File: src/rtl/locked_fsm_key_seq.sv
// locked_fsm_key_seq: serial key loader and reset/run sequencer for a key-locked FSM core.
// The key arrives LSB-first on key_bit/key_valid and is driven in parallel on key_out
// once complete. The core is held in reset for ARM_CYC cycles with a stable key, then
// released and its run cycles counted. All state changes on the falling clock edge.
// Optional build macro KEY_PARITY_EN adds an even-parity bit after the key, plus the
// PAR (check) and ERR (latched parity failure) states.
`timescale 1ns/1ps

module locked_fsm_key_seq #(
  parameter int KEY_W   = 8,
  parameter int ARM_CYC = 4,
  parameter int CNT_W   = 16
) (
  input  logic             clk,
  input  logic             rst,
  input  logic             key_valid,
  input  logic             key_bit,
  output logic             key_ready,
  input  logic             reload,
  output logic [KEY_W-1:0] key_out,
  output logic             core_rst,
  output logic             core_en,
  output logic [CNT_W-1:0] run_cnt,
  output logic             busy,
  output logic             key_err
);

  localparam int BC_W  = $clog2(KEY_W + 1);
  localparam int ARM_W = $clog2(ARM_CYC + 1);

  typedef enum logic [2:0] {
    S_LOAD  = 3'd0,
    S_ARM   = 3'd1,
    S_RUN   = 3'd2,
    S_FLUSH = 3'd3,
    S_PAR   = 3'd4,
    S_ERR   = 3'd5
  } state_t;

  state_t            state_q, state_d;
  logic [BC_W-1:0]   bit_cnt_q, bit_cnt_d;
  logic [KEY_W-1:0]  key_q, key_d;
  logic [ARM_W-1:0]  arm_cnt_q, arm_cnt_d;
  logic [CNT_W-1:0]  run_cnt_q, run_cnt_d;

  // State and datapath registers, falling-edge clocked, reset asynchronously.
  always_ff @(negedge clk or posedge rst) begin
    if (rst) begin
      state_q   <= S_LOAD;
      bit_cnt_q <= '0;
      key_q     <= '0;
      arm_cnt_q <= '0;
      run_cnt_q <= '0;
    end else begin
      state_q   <= state_d;
      bit_cnt_q <= bit_cnt_d;
      key_q     <= key_d;
      arm_cnt_q <= arm_cnt_d;
      run_cnt_q <= run_cnt_d;
    end
  end

  // Next-state logic; reload always wins over bit acceptance and the ARM->RUN step.
  always_comb begin
    state_d   = state_q;
    bit_cnt_d = bit_cnt_q;
    key_d     = key_q;
    arm_cnt_d = arm_cnt_q;
    run_cnt_d = run_cnt_q;
    case (state_q)
      S_LOAD: begin
        if (reload) begin
          bit_cnt_d = '0;
          key_d     = '0;
        end else if (key_valid) begin
          // Write the incoming bit into the slot selected by bit_cnt.
          for (int i = 0; i < KEY_W; i++) begin
            if (bit_cnt_q == BC_W'(i)) begin
              key_d[i] = key_bit;
            end
          end
          if (bit_cnt_q == BC_W'(KEY_W - 1)) begin
            bit_cnt_d = '0;
`ifdef KEY_PARITY_EN
            state_d   = S_PAR;
`else
            state_d   = S_ARM;
            arm_cnt_d = '0;
            run_cnt_d = '0;
`endif
          end else begin
            bit_cnt_d = bit_cnt_q + BC_W'(1);
          end
        end
      end
`ifdef KEY_PARITY_EN
      S_PAR: begin
        if (reload) begin
          state_d   = S_LOAD;
          bit_cnt_d = '0;
          key_d     = '0;
        end else if (key_valid) begin
          // Even parity: the extra bit must equal the XOR of all key bits.
          if (key_bit == ^key_q) begin
            state_d   = S_ARM;
            arm_cnt_d = '0;
            run_cnt_d = '0;
          end else begin
            state_d = S_ERR;
          end
        end
      end
      S_ERR: begin
        if (reload) begin
          state_d   = S_LOAD;
          bit_cnt_d = '0;
          key_d     = '0;
        end
      end
`endif
      S_ARM: begin
        if (reload) begin
          state_d   = S_LOAD;
          bit_cnt_d = '0;
          key_d     = '0;
          arm_cnt_d = '0;
        end else if (arm_cnt_q == ARM_W'(ARM_CYC - 1)) begin
          state_d   = S_RUN;
          arm_cnt_d = '0;
        end else begin
          arm_cnt_d = arm_cnt_q + ARM_W'(1);
        end
      end
      S_RUN: begin
        if (reload) begin
          // Clear on the way into FLUSH so the flush cycle already shows zeros.
          state_d   = S_FLUSH;
          key_d     = '0;
          run_cnt_d = '0;
        end else if (run_cnt_q != {CNT_W{1'b1}}) begin
          run_cnt_d = run_cnt_q + CNT_W'(1);
        end
      end
      S_FLUSH: begin
        state_d   = S_LOAD;
        bit_cnt_d = '0;
        key_d     = '0;
        run_cnt_d = '0;
      end
      default: begin
        state_d   = S_LOAD;
        bit_cnt_d = '0;
        key_d     = '0;
        arm_cnt_d = '0;
        run_cnt_d = '0;
      end
    endcase
  end

  // Moore outputs decoded from the registered state; key_ready also looks at reload.
  always_comb begin
    key_out  = (state_q == S_ARM || state_q == S_RUN) ? key_q : '0;
    core_rst = (state_q != S_RUN);
    core_en  = (state_q == S_RUN);
    busy     = (state_q != S_RUN);
    run_cnt  = run_cnt_q;
`ifdef KEY_PARITY_EN
    key_ready = (state_q == S_LOAD || state_q == S_PAR) && !reload;
    key_err   = (state_q == S_ERR);
`else
    key_ready = (state_q == S_LOAD) && !reload;
    key_err   = 1'b0;
`endif
  end

endmodule

File: config.mk
export PLATFORM = sky130hd
export DESIGN_NAME = locked_fsm_key_seq
export DESIGN_NICKNAME = d
export VERILOG_FILES = /design/src/rtl/locked_fsm_key_seq.sv
export SDC_FILE = /design/constraint.sdc
export NUM_CORES = 1
export LEC_CHECK = 0
export CELL_PAD_IN_SITES_DETAIL_PLACEMENT = 0
export CELL_PAD_IN_SITES_GLOBAL_PLACEMENT = 2
export CORE_MARGIN = 8
export CORE_UTILIZATION = 33
export CTS_BUF_LIST = sky130_fd_sc_hd__clkbuf_8
export DETAILED_ROUTE_END_ITERATION = 7
export PLACE_DENSITY_LB_ADDON = 0.1
export SLEW_MARGIN = 20
export SYNTH_ARGS = -nofsm -noshare
export SYNTH_HDL_FRONTEND = slang
export SYNTH_SLANG_ARGS = --single-unit
File: constraint.sdc
create_clock -name clk -period 2.2 [get_ports clk]
set_input_delay 0.44 -clock clk [delete_from_list [all_inputs] [get_ports clk]]
set_output_delay 0.44 -clock clk [all_outputs]
set_load 0.005 [all_outputs]
# Word-level counts from Yosys, hierarchy flattened

Cells that the tools add are included.

Register bits: 34
Input bits: 5
Logic and storage cells: 104

Add/sub/neg operators: 3
Eq/ne operators: 30
Mux-type cells: 37
Bitwise gates (word level): 3
Reductions and logical operators: 19

Operators by type and width:

| cell                                                                   | count |
|---|---|
| 16-bit 2-to-1 mux                                                      | 5 |
| 16-bit one-hot mux with 3 select lines                                 | 1 |
| 3-bit 2-to-1 mux                                                       | 11 |
| 8-bit 2-to-1 mux                                                       | 4 |
| 3-bit != test (second input constant)                                  | 10 |
| 3-bit AND reduction                                                    | 9 |
| 3-bit one-hot mux with 3 select lines                                  | 2 |
| 16-bit by 1-bit adder with 16-bit output (second input constant)       | 1 |
| 4-bit by 3-bit equality test with 1-bit output (second input constant) | 4 |
| 4-bit 2-to-1 mux                                                       | 4 |
| 16-bit != test (second input constant)                                 | 1 |
| 8-bit one-hot mux with 2 select lines                                  | 1 |
| 4-bit one-hot mux with 3 select lines                                  | 1 |
| 2-bit != test (second input constant)                                  | 5 |
| 5-bit AND reduction                                                    | 2 |
| 3-bit by 2-bit equality test with 1-bit output (second input constant) | 3 |
| 4-bit by 2-bit equality test with 1-bit output (second input constant) | 2 |
| 1-bit 2-to-1 mux                                                       | 8 |
| 3-bit by 2-bit != test with 1-bit output (second input constant)       | 2 |
| 4-bit by 1-bit adder with 4-bit output (second input constant)         | 1 |
| 4-bit by 1-bit equality test with 1-bit output (second input constant) | 1 |
| 4-bit logical NOT                                                      | 1 |
| 4-bit AND reduction                                                    | 1 |
| 2-bit OR reduction                                                     | 2 |
| other kinds (8)                                                        | 10 |

# Longest topological paths before layout

Gate-level depths: netlist (run 1).

Depth after elaboration: 5
Mapped depth: 8
Depth with buffers taken out: 7

==> results.ini, run 1 <==
[clocking]
htreeDepth=2
insertion_delay_ns=0.29
numClockSinks=33
clock_tree.buffer_depth=2
cts_inserted_buffers=5
path_clk_slew_ns=0.05
cts_hold_buffers=0
clk_root_buffer_cell=sky130_fd_sc_hd__clkbuf_8
cts_tree=yes

[placement]
finalWeightedCongestion=0.728
post_placement_cell_count=366
detailedPlacementHpwl_um=3900
port_buffers=32

[floorplanning]
num_io_pins=34
floorplan.die.height_um=94.8
placeableCoreArea_sq_mm=0.00596
initial_cell_density_of_the_core_pct=34.4
floorplan.rows=28
die_width_um=94.8
dieArea_sq_mm=0.00898

[timing]
setup_viol=55
timing.clock.skew_ns=0.00685
report.final.slew_viol_count=0
worst_hold_slack_after_final_layout_ns=0.446
hold_violations=0
final.setup.worst_slack_ns=-0.736
sum_of_negative_setup_slack_ns=-13.19
grt_setup_unrepaired=true

[routing]
route.final.wire_length_um=5680
dr_vias_cell=5.04
postRouteAntennaNets=0
route.met3.wl_um=173
dr.first_iter.drc_count=57
route.top_layer_used=met4
met2_wire_length_um=2810
wirelength_met1_um=2670
drt-pass1-iter-count=4
avgRoutedWirePerCell_um=14.6
via_count=1965
drc_errors=0

[synth]
synth-async-reset-ratio_pct=100
postSynthAreaPerCell_sq_um=9.02
ys_types=43
ys_warn_count=0
post-synth-top-area-cell=sky130_fd_sc_hd__dfrtn_1
number_of_enable_type_register_cells_in_the_synthesized_netlist=0
seq_area_frac_synth_pct=40.3
synth_seq_cells=33
library_cell_with_the_highest_instance_count_after_synthesis=sky130_fd_sc_hd__dfrtn_1
yosys-top-cells-count=33 x sky130_fd_sc_hd__dfrtn_1, 27 x sky130_fd_sc_hd__o21ai_0, 25 x sky130_fd_sc_hd__nand2_1, 14 x sky130_fd_sc_hd__a21oi_1, 14 x sky130_fd_sc_hd__inv_1
most_used_dff_post_synth=sky130_fd_sc_hd__dfrtn_1
syn_inst=227
synth_top_area_cells=sky130_fd_sc_hd__dfrtn_1 40%, sky130_fd_sc_hd__ha_1 6.7%, sky130_fd_sc_hd__o21ai_0 6.6%, sky130_fd_sc_hd__o31ai_2 4.9%, sky130_fd_sc_hd__nand2_1 4.6%
synth_nets=243
syn_area_sq_mm=0.00205
synth_top_area_share_pct=40.3

[worst_setup_path]
cp_cell_sequence=inv_2 -> ha_4 -> buf_12 -> and2_1 -> buf_2
timing.critical_path.fanout_max=5
timing.critical_path.slowest_cell_delay_ns=0.42
cp_num_buf_inv=3
critical-path-slowest-cell=sky130_fd_sc_hd__dfrtn_1
critPathCaptureType=output port
worstPathRequired_ns=1.76
crit_family=flip-flops
r2r_end=run_cnt[3]
critical_path_data_arrival_time_ns=2.50
rr_worst_depth=10
cp_launch_type=flip-flop
rrSetupSlack_ns=0.17
cell_count_along_the_critical_path=5
r2r-start=state_q[1]
path_class=reg2out

[run_status]
violations=setup timing
run_status=complete, but fails checks

[power]
vdd_drop_max_mv=0.600
power.combinational.fraction_pct=56.8
clock_power_share_pct=18.1
power_report.internal_total_mw=1.81
power_density_mw_per_mm2=912
power.switching_fraction_pct=37.7
power.static_leakage_nw=1.56
seq_power_share_pct=25.1
power_switching_mw=1.10

[finish]
layoutNonFillerInstCount=390
share_of_post_route_cells_with_drive_strength_above_1_pct=51.4
num-nets-final=330
layout-area-overhead-vs-synth_pct=55.9
num_antenna_cells=0

[global_routing]
groute.usage.overall_pct=13.6
grt_overflow=0
antenna_violations_before_repair=0
grt_start_max_net_pins=34
via_count_of_the_first_global_routing_pass=2016
grt_first_pass_wirelength_um=9740

[hold_path]
hp-start=key_q[5]
min_delay_worst_endpoint=key_q[5]
timing.hold.worst.class=reg2reg
holdPathStages=2

[run]
max_cap_viol_count=0

==> sequential cells by signal (all words and copies together), names as in the netlist <==
register and cells:
key_q 8, state_q 2, bit_cnt_q 4, run_cnt 16, arm_cnt_q 3
==> cell usage in the layout, fill, tap and decap left out, types with 6 or more instances in the layout <==
master / count
sky130_fd_sc_hd__buf_6: 23
sky130_fd_sc_hd__clkbuf_8: 7
sky130_fd_sc_hd__buf_2: 17
sky130_fd_sc_hd__dfrtn_1: 33
sky130_fd_sc_hd__inv_1: 10
sky130_fd_sc_hd__a21oi_1: 12
sky130_fd_sc_hd__o21ai_2: 15
sky130_fd_sc_hd__o21ai_1: 10
sky130_fd_sc_hd__ha_1: 9
sky130_fd_sc_hd__nand2_1: 20
sky130_fd_sc_hd__buf_4: 41
sky130_fd_sc_hd__nor2_1: 10
sky130_fd_sc_hd__and3_1: 6
sky130_fd_sc_hd__nand3_1: 8
sky130_fd_sc_hd__a31oi_1: 6
sky130_fd_sc_hd__and2_4: 7
sky130_fd_sc_hd__o31ai_2: 10
==> worst register-to-register path: stages (launching register included) <==
cell and delay, ns:
sky130_fd_sc_hd__dfrtn_1 0.42, sky130_fd_sc_hd__inv_2 0.06, sky130_fd_sc_hd__buf_4 0.12, sky130_fd_sc_hd__buf_4 0.12
sky130_fd_sc_hd__ha_1 0.27, sky130_fd_sc_hd__nor2_4 0.11, sky130_fd_sc_hd__a41o_4 0.22, sky130_fd_sc_hd__o31ai_4 0.10
sky130_fd_sc_hd__buf_6 0.15, sky130_fd_sc_hd__or4_1 0.40, sky130_fd_sc_hd__nand3_1 0.08
==> cell type report <==
class	instances	area [sq um]
fillers	586	2760
multi-input cells	172	1350
flip-flops and latches	33	826
repair buffers	88	762
clock buffers	7	96.3
well taps	75	93.8
inverters	14	55.1
clock inverters	1	5.00
==> what timing repair did <==
item                                    CTS  global route
setup buffers                            12             6
endpoints found under the hold margin     0             0
pin swaps                                18             9
resized for setup                       183            25
endpoints found under the setup margin   61            59
gates cloned                              1             0
==> metal layers <==
layer  GRT usage [%]  up-vias
li1                -      987
met1            16.6      954
met2            23.0       22
met3            3.41        2
met4            3.90        0
met5               0        -
==> cells by family (layout without fill, tap and decap cells) <==
family,count (synthesis),count (layout),share of synthesized area [%]
other cells,1,1,0.183
fa+ha+maj,11,11,6.72
flops,33,33,40.3
compound gates,77,77,26.2
simple gates,82,83,21.3
buf+inv,23,110,5.32
==> power by group through the flow <==
stage	registers [mW]	clock network, mW	logic (mW)
2_1_floorplan	0.748	0	0.787
3_3_place_gp	0.736	0	1.27
3_5_place_dp	0.738	0	1.27
4_1_cts	0.727	0.546	1.58
5_1_grt	0.738	0.570	1.81
6_report	0.730	0.526	1.65
==> per-stage QoR <==
| step | area (sq um) | setup slack (ns) | utilization (%) | power, mW |
|---|---|---|---|---|
| final | 3190 | -0.736 | 53.6 | 2.91 |
| after global routing | 3190 | -0.776 | 53.6 | 3.12 |
| after CTS | 3070 | -0.735 | 51.6 | 2.85 |
| after detailed placement | 2830 | -1.05 | 47.5 | 2.01 |
| after global placement | 2830 | -1.00 | 47.5 | 2.00 |
| after floorplan | 2170 | -0.375 | - | 1.54 |
==> how the worst max path moves through the flow <==
| stage | from | end | slack, ns |
|---|---|---|---|
| after floorplan | reload | run_cnt[13] | -0.37 |
| after global placement | reload | arm_cnt_q[2] | -1.00 |
| after detailed placement | reload | arm_cnt_q[2] | -1.05 |
| after CTS | state_q[0] | key_out[4] | -0.74 |
| after global routing | state_q[1] | key_out[4] | -0.78 |
| final | state_q[1] | key_out[4] | -0.74 |
(Power assumes the default switching activity.)
==> run 2: changes to the inputs <==
--- a/config.mk
+++ b/config.mk
@@ -11,6 +11,7 @@
 export CORE_UTILIZATION = 33
 export CTS_BUF_LIST = sky130_fd_sc_hd__clkbuf_8
 export DETAILED_ROUTE_END_ITERATION = 7
+export MAX_ROUTING_LAYER = met4
 export PLACE_DENSITY_LB_ADDON = 0.1
 export SLEW_MARGIN = 20
 export SYNTH_ARGS = -nofsm -noshare
==> run 2 against run 1 <==
  * The flow still finishes with violations (setup timing)
  * Critical path depth stayed put
  * Via count hardly changed
  * Clock power hardly changed
  * Setup slack hardly changed
  * Combinational power hardly changed
  * Final cell count stayed put
  * Utilization stayed put
  * Sequential power hardly changed
  * Wire length is 0.26% lower
  * Register-to-register slack hardly changed
  * Critical endpoint unchanged
  * Largest cell class unchanged
==> results.ini, run 2 (same netlist as run 1, synthesis figures left out) <==
[floorplanning]
initial_cell_density_of_the_core_pct=34.4  ; unchanged
num_io_pins=34  ; unchanged
floorplan.die.height_um=94.8  ; unchanged
placeableCoreArea_sq_mm=0.00596  ; unchanged
dieArea_sq_mm=0.00898  ; unchanged
die_width_um=94.8  ; unchanged
floorplan.rows=28  ; unchanged

[timing]
final.setup.worst_slack_ns=-0.736  ; -0.0000950 ns
timing.clock.skew_ns=0.00676  ; -0.0000973 ns
grt_setup_unrepaired=true
setup_viol=55  ; unchanged
report.final.slew_viol_count=0  ; unchanged
hold_violations=0  ; unchanged

[routing]
route.final.wire_length_um=5660  ; -0.26%
avgRoutedWirePerCell_um=14.5  ; -0.26%
dr.first_iter.drc_count=61  ; +7.0%
drc_errors=0  ; unchanged
postRouteAntennaNets=0  ; unchanged
drt-pass1-iter-count=4  ; unchanged
dr_vias_cell=5.04  ; about the same
via_count=1964  ; -0.051%

[placement]
detailedPlacementHpwl_um=3900  ; unchanged
detailedPlace.worstSlack_ns=-1.05  ; unchanged
finalWeightedCongestion=0.737  ; +1.2%
dpl-instance-area_sq_mm=0.00283  ; unchanged
port_buffers=32  ; unchanged

[power]
power.static_leakage_nw=1.56  ; unchanged
vdd_drop_max_mv=0.600  ; about the same
power_density_mw_per_mm2=912  ; about the same

[finish]
largest_register_ffs=16  ; unchanged
num_antenna_cells=0  ; unchanged
layout_commonest_cell=sky130_fd_sc_hd__buf_4
layout-area-overhead-vs-synth_pct=55.9  ; unchanged
final_core_utilization_pct=53.6  ; unchanged
final_design_area_no_fill_sq_mm=0.00319  ; unchanged
layout_common_cells=41 x sky130_fd_sc_hd__buf_4, 33 x sky130_fd_sc_hd__dfrtn_1, 23 x sky130_fd_sc_hd__buf_6
share_of_post_route_cells_with_drive_strength_above_1_pct=51.4  ; unchanged
num-nets-final=330  ; unchanged

[global_routing]
antenna_violations_before_repair=0  ; unchanged
grt_start_max_net_pins=34  ; unchanged
groute.usage.overall_pct=14.0  ; +0.40 points
grt_overflow=0  ; unchanged
via_count_of_the_first_global_routing_pass=2018  ; +0.099%
grt_first_pass_wirelength_um=9720  ; -0.13%

[worst_setup_path]
rrSetupSlack_ns=0.18  ; about the same
cp_cell_sequence=inv_2 -> ha_4 -> buf_12 -> and2_1 -> buf_2
critPathCaptureType=output port
timing.critical_path.fanout_max=5  ; unchanged
path_class=reg2out
timing.critical_path.slowest_cell_delay_ns=0.42  ; about the same
cp_launch_type=flip-flop
critical-path-slowest-cell=sky130_fd_sc_hd__dfrtn_1
worstPathRequired_ns=1.76  ; about the same
critical_path_data_arrival_time_ns=2.50  ; about the same

[clocking]
clock_tree.buffer_depth=2  ; unchanged
numClockSinks=33  ; unchanged
insertion_delay_ns=0.29  ; about the same
htreeDepth=2  ; unchanged
cts_tree=yes
clk_root_buffer_cell=sky130_fd_sc_hd__clkbuf_8
cts_inserted_buffers=5  ; unchanged
path_clk_slew_ns=0.05  ; about the same

[run_status]
run_status=complete, but fails checks
violations=setup timing

[run]
max_cap_viol_count=0  ; unchanged

[hold_path]
timing.hold.worst.class=reg2reg

==> run 2: cell counts in the layout (fill, tap and decap cells not counted) <==
No cell type changed its count.
==> run 2: per-layer routing <==
metal	routed length, um	global-route usage [%]	up-vias
li1	-	-	987
met1	2630	16.5	949
met2	2820	23.0	26
met3	181	3.41	2
met4	30	3.90	0
met5	0	-	-
==> run 2: power breakdown <==
part | internal, mW | leakage, nW | total (mW) | switching [mW]
Combinational | 0.854 | 1.05 | 1.65 | 0.799
Sequential | 0.675 | 0.456 | 0.730 | 0.0557
Clock | 0.283 | 0.0542 | 0.526 | 0.243
==> run 2: metrics by stage <==
step / power [mW] / setup TNS (ns) / hold WS, ns / instances
after floorplan: 1.54 / -9.56 / 0.413 / 227
after detailed placement: 2.01 / -44.10 / 0.440 / 366
after global placement: 2.00 / -42.87 / 0.432 / 366
after global routing: 3.12 / -15.77 / 0.475 / 390
after CTS: 2.85 / -13.25 / 0.440 / 386
final: 2.91 / -13.21 / 0.446 / 390
==> run 2: final timing paths <==
check | from | depth (start not counted) | to
setup / recovery | state_q[1] | 5 | key_out[4]
max in group asynchronous | rst | 3 | key_q[5]
hold / removal | key_q[5] | 2 | key_q[5]
hold reg to reg | key_q[5] | 2 | key_q[5]
min in group asynchronous | rst | 3 | arm_cnt_q[1]
setup reg to reg | state_q[1] | 10 | run_cnt[3]
==> run 2: repair_timing <==
item,in CTS,in global routing
resized for setup,183,25
endpoints found under the setup margin,61,59
pin swaps,18,9
hold buffers,0,0
gates cloned,1,0
buffers inserted,12,6
==> run 2: cell type report <==
class / instances / area, sq um
fillers: 586 / 2760
multi-input cells: 172 / 1350
flip-flops and latches: 33 / 826
repair buffers: 88 / 762
clock buffers: 7 / 96.3
well taps: 75 / 93.8
inverters: 14 / 55.1
clock inverters: 1 / 5.00
==> run 2: worst max-delay path: cells and delay by family, from the launching register on <==
kind	cells	cell delay, ns
AND/OR/NAND/NOR	1	0.12
adder cells (fa/ha/maj)	1	0.25
flip-flops	1	0.42
buffers and inverters	3	0.31
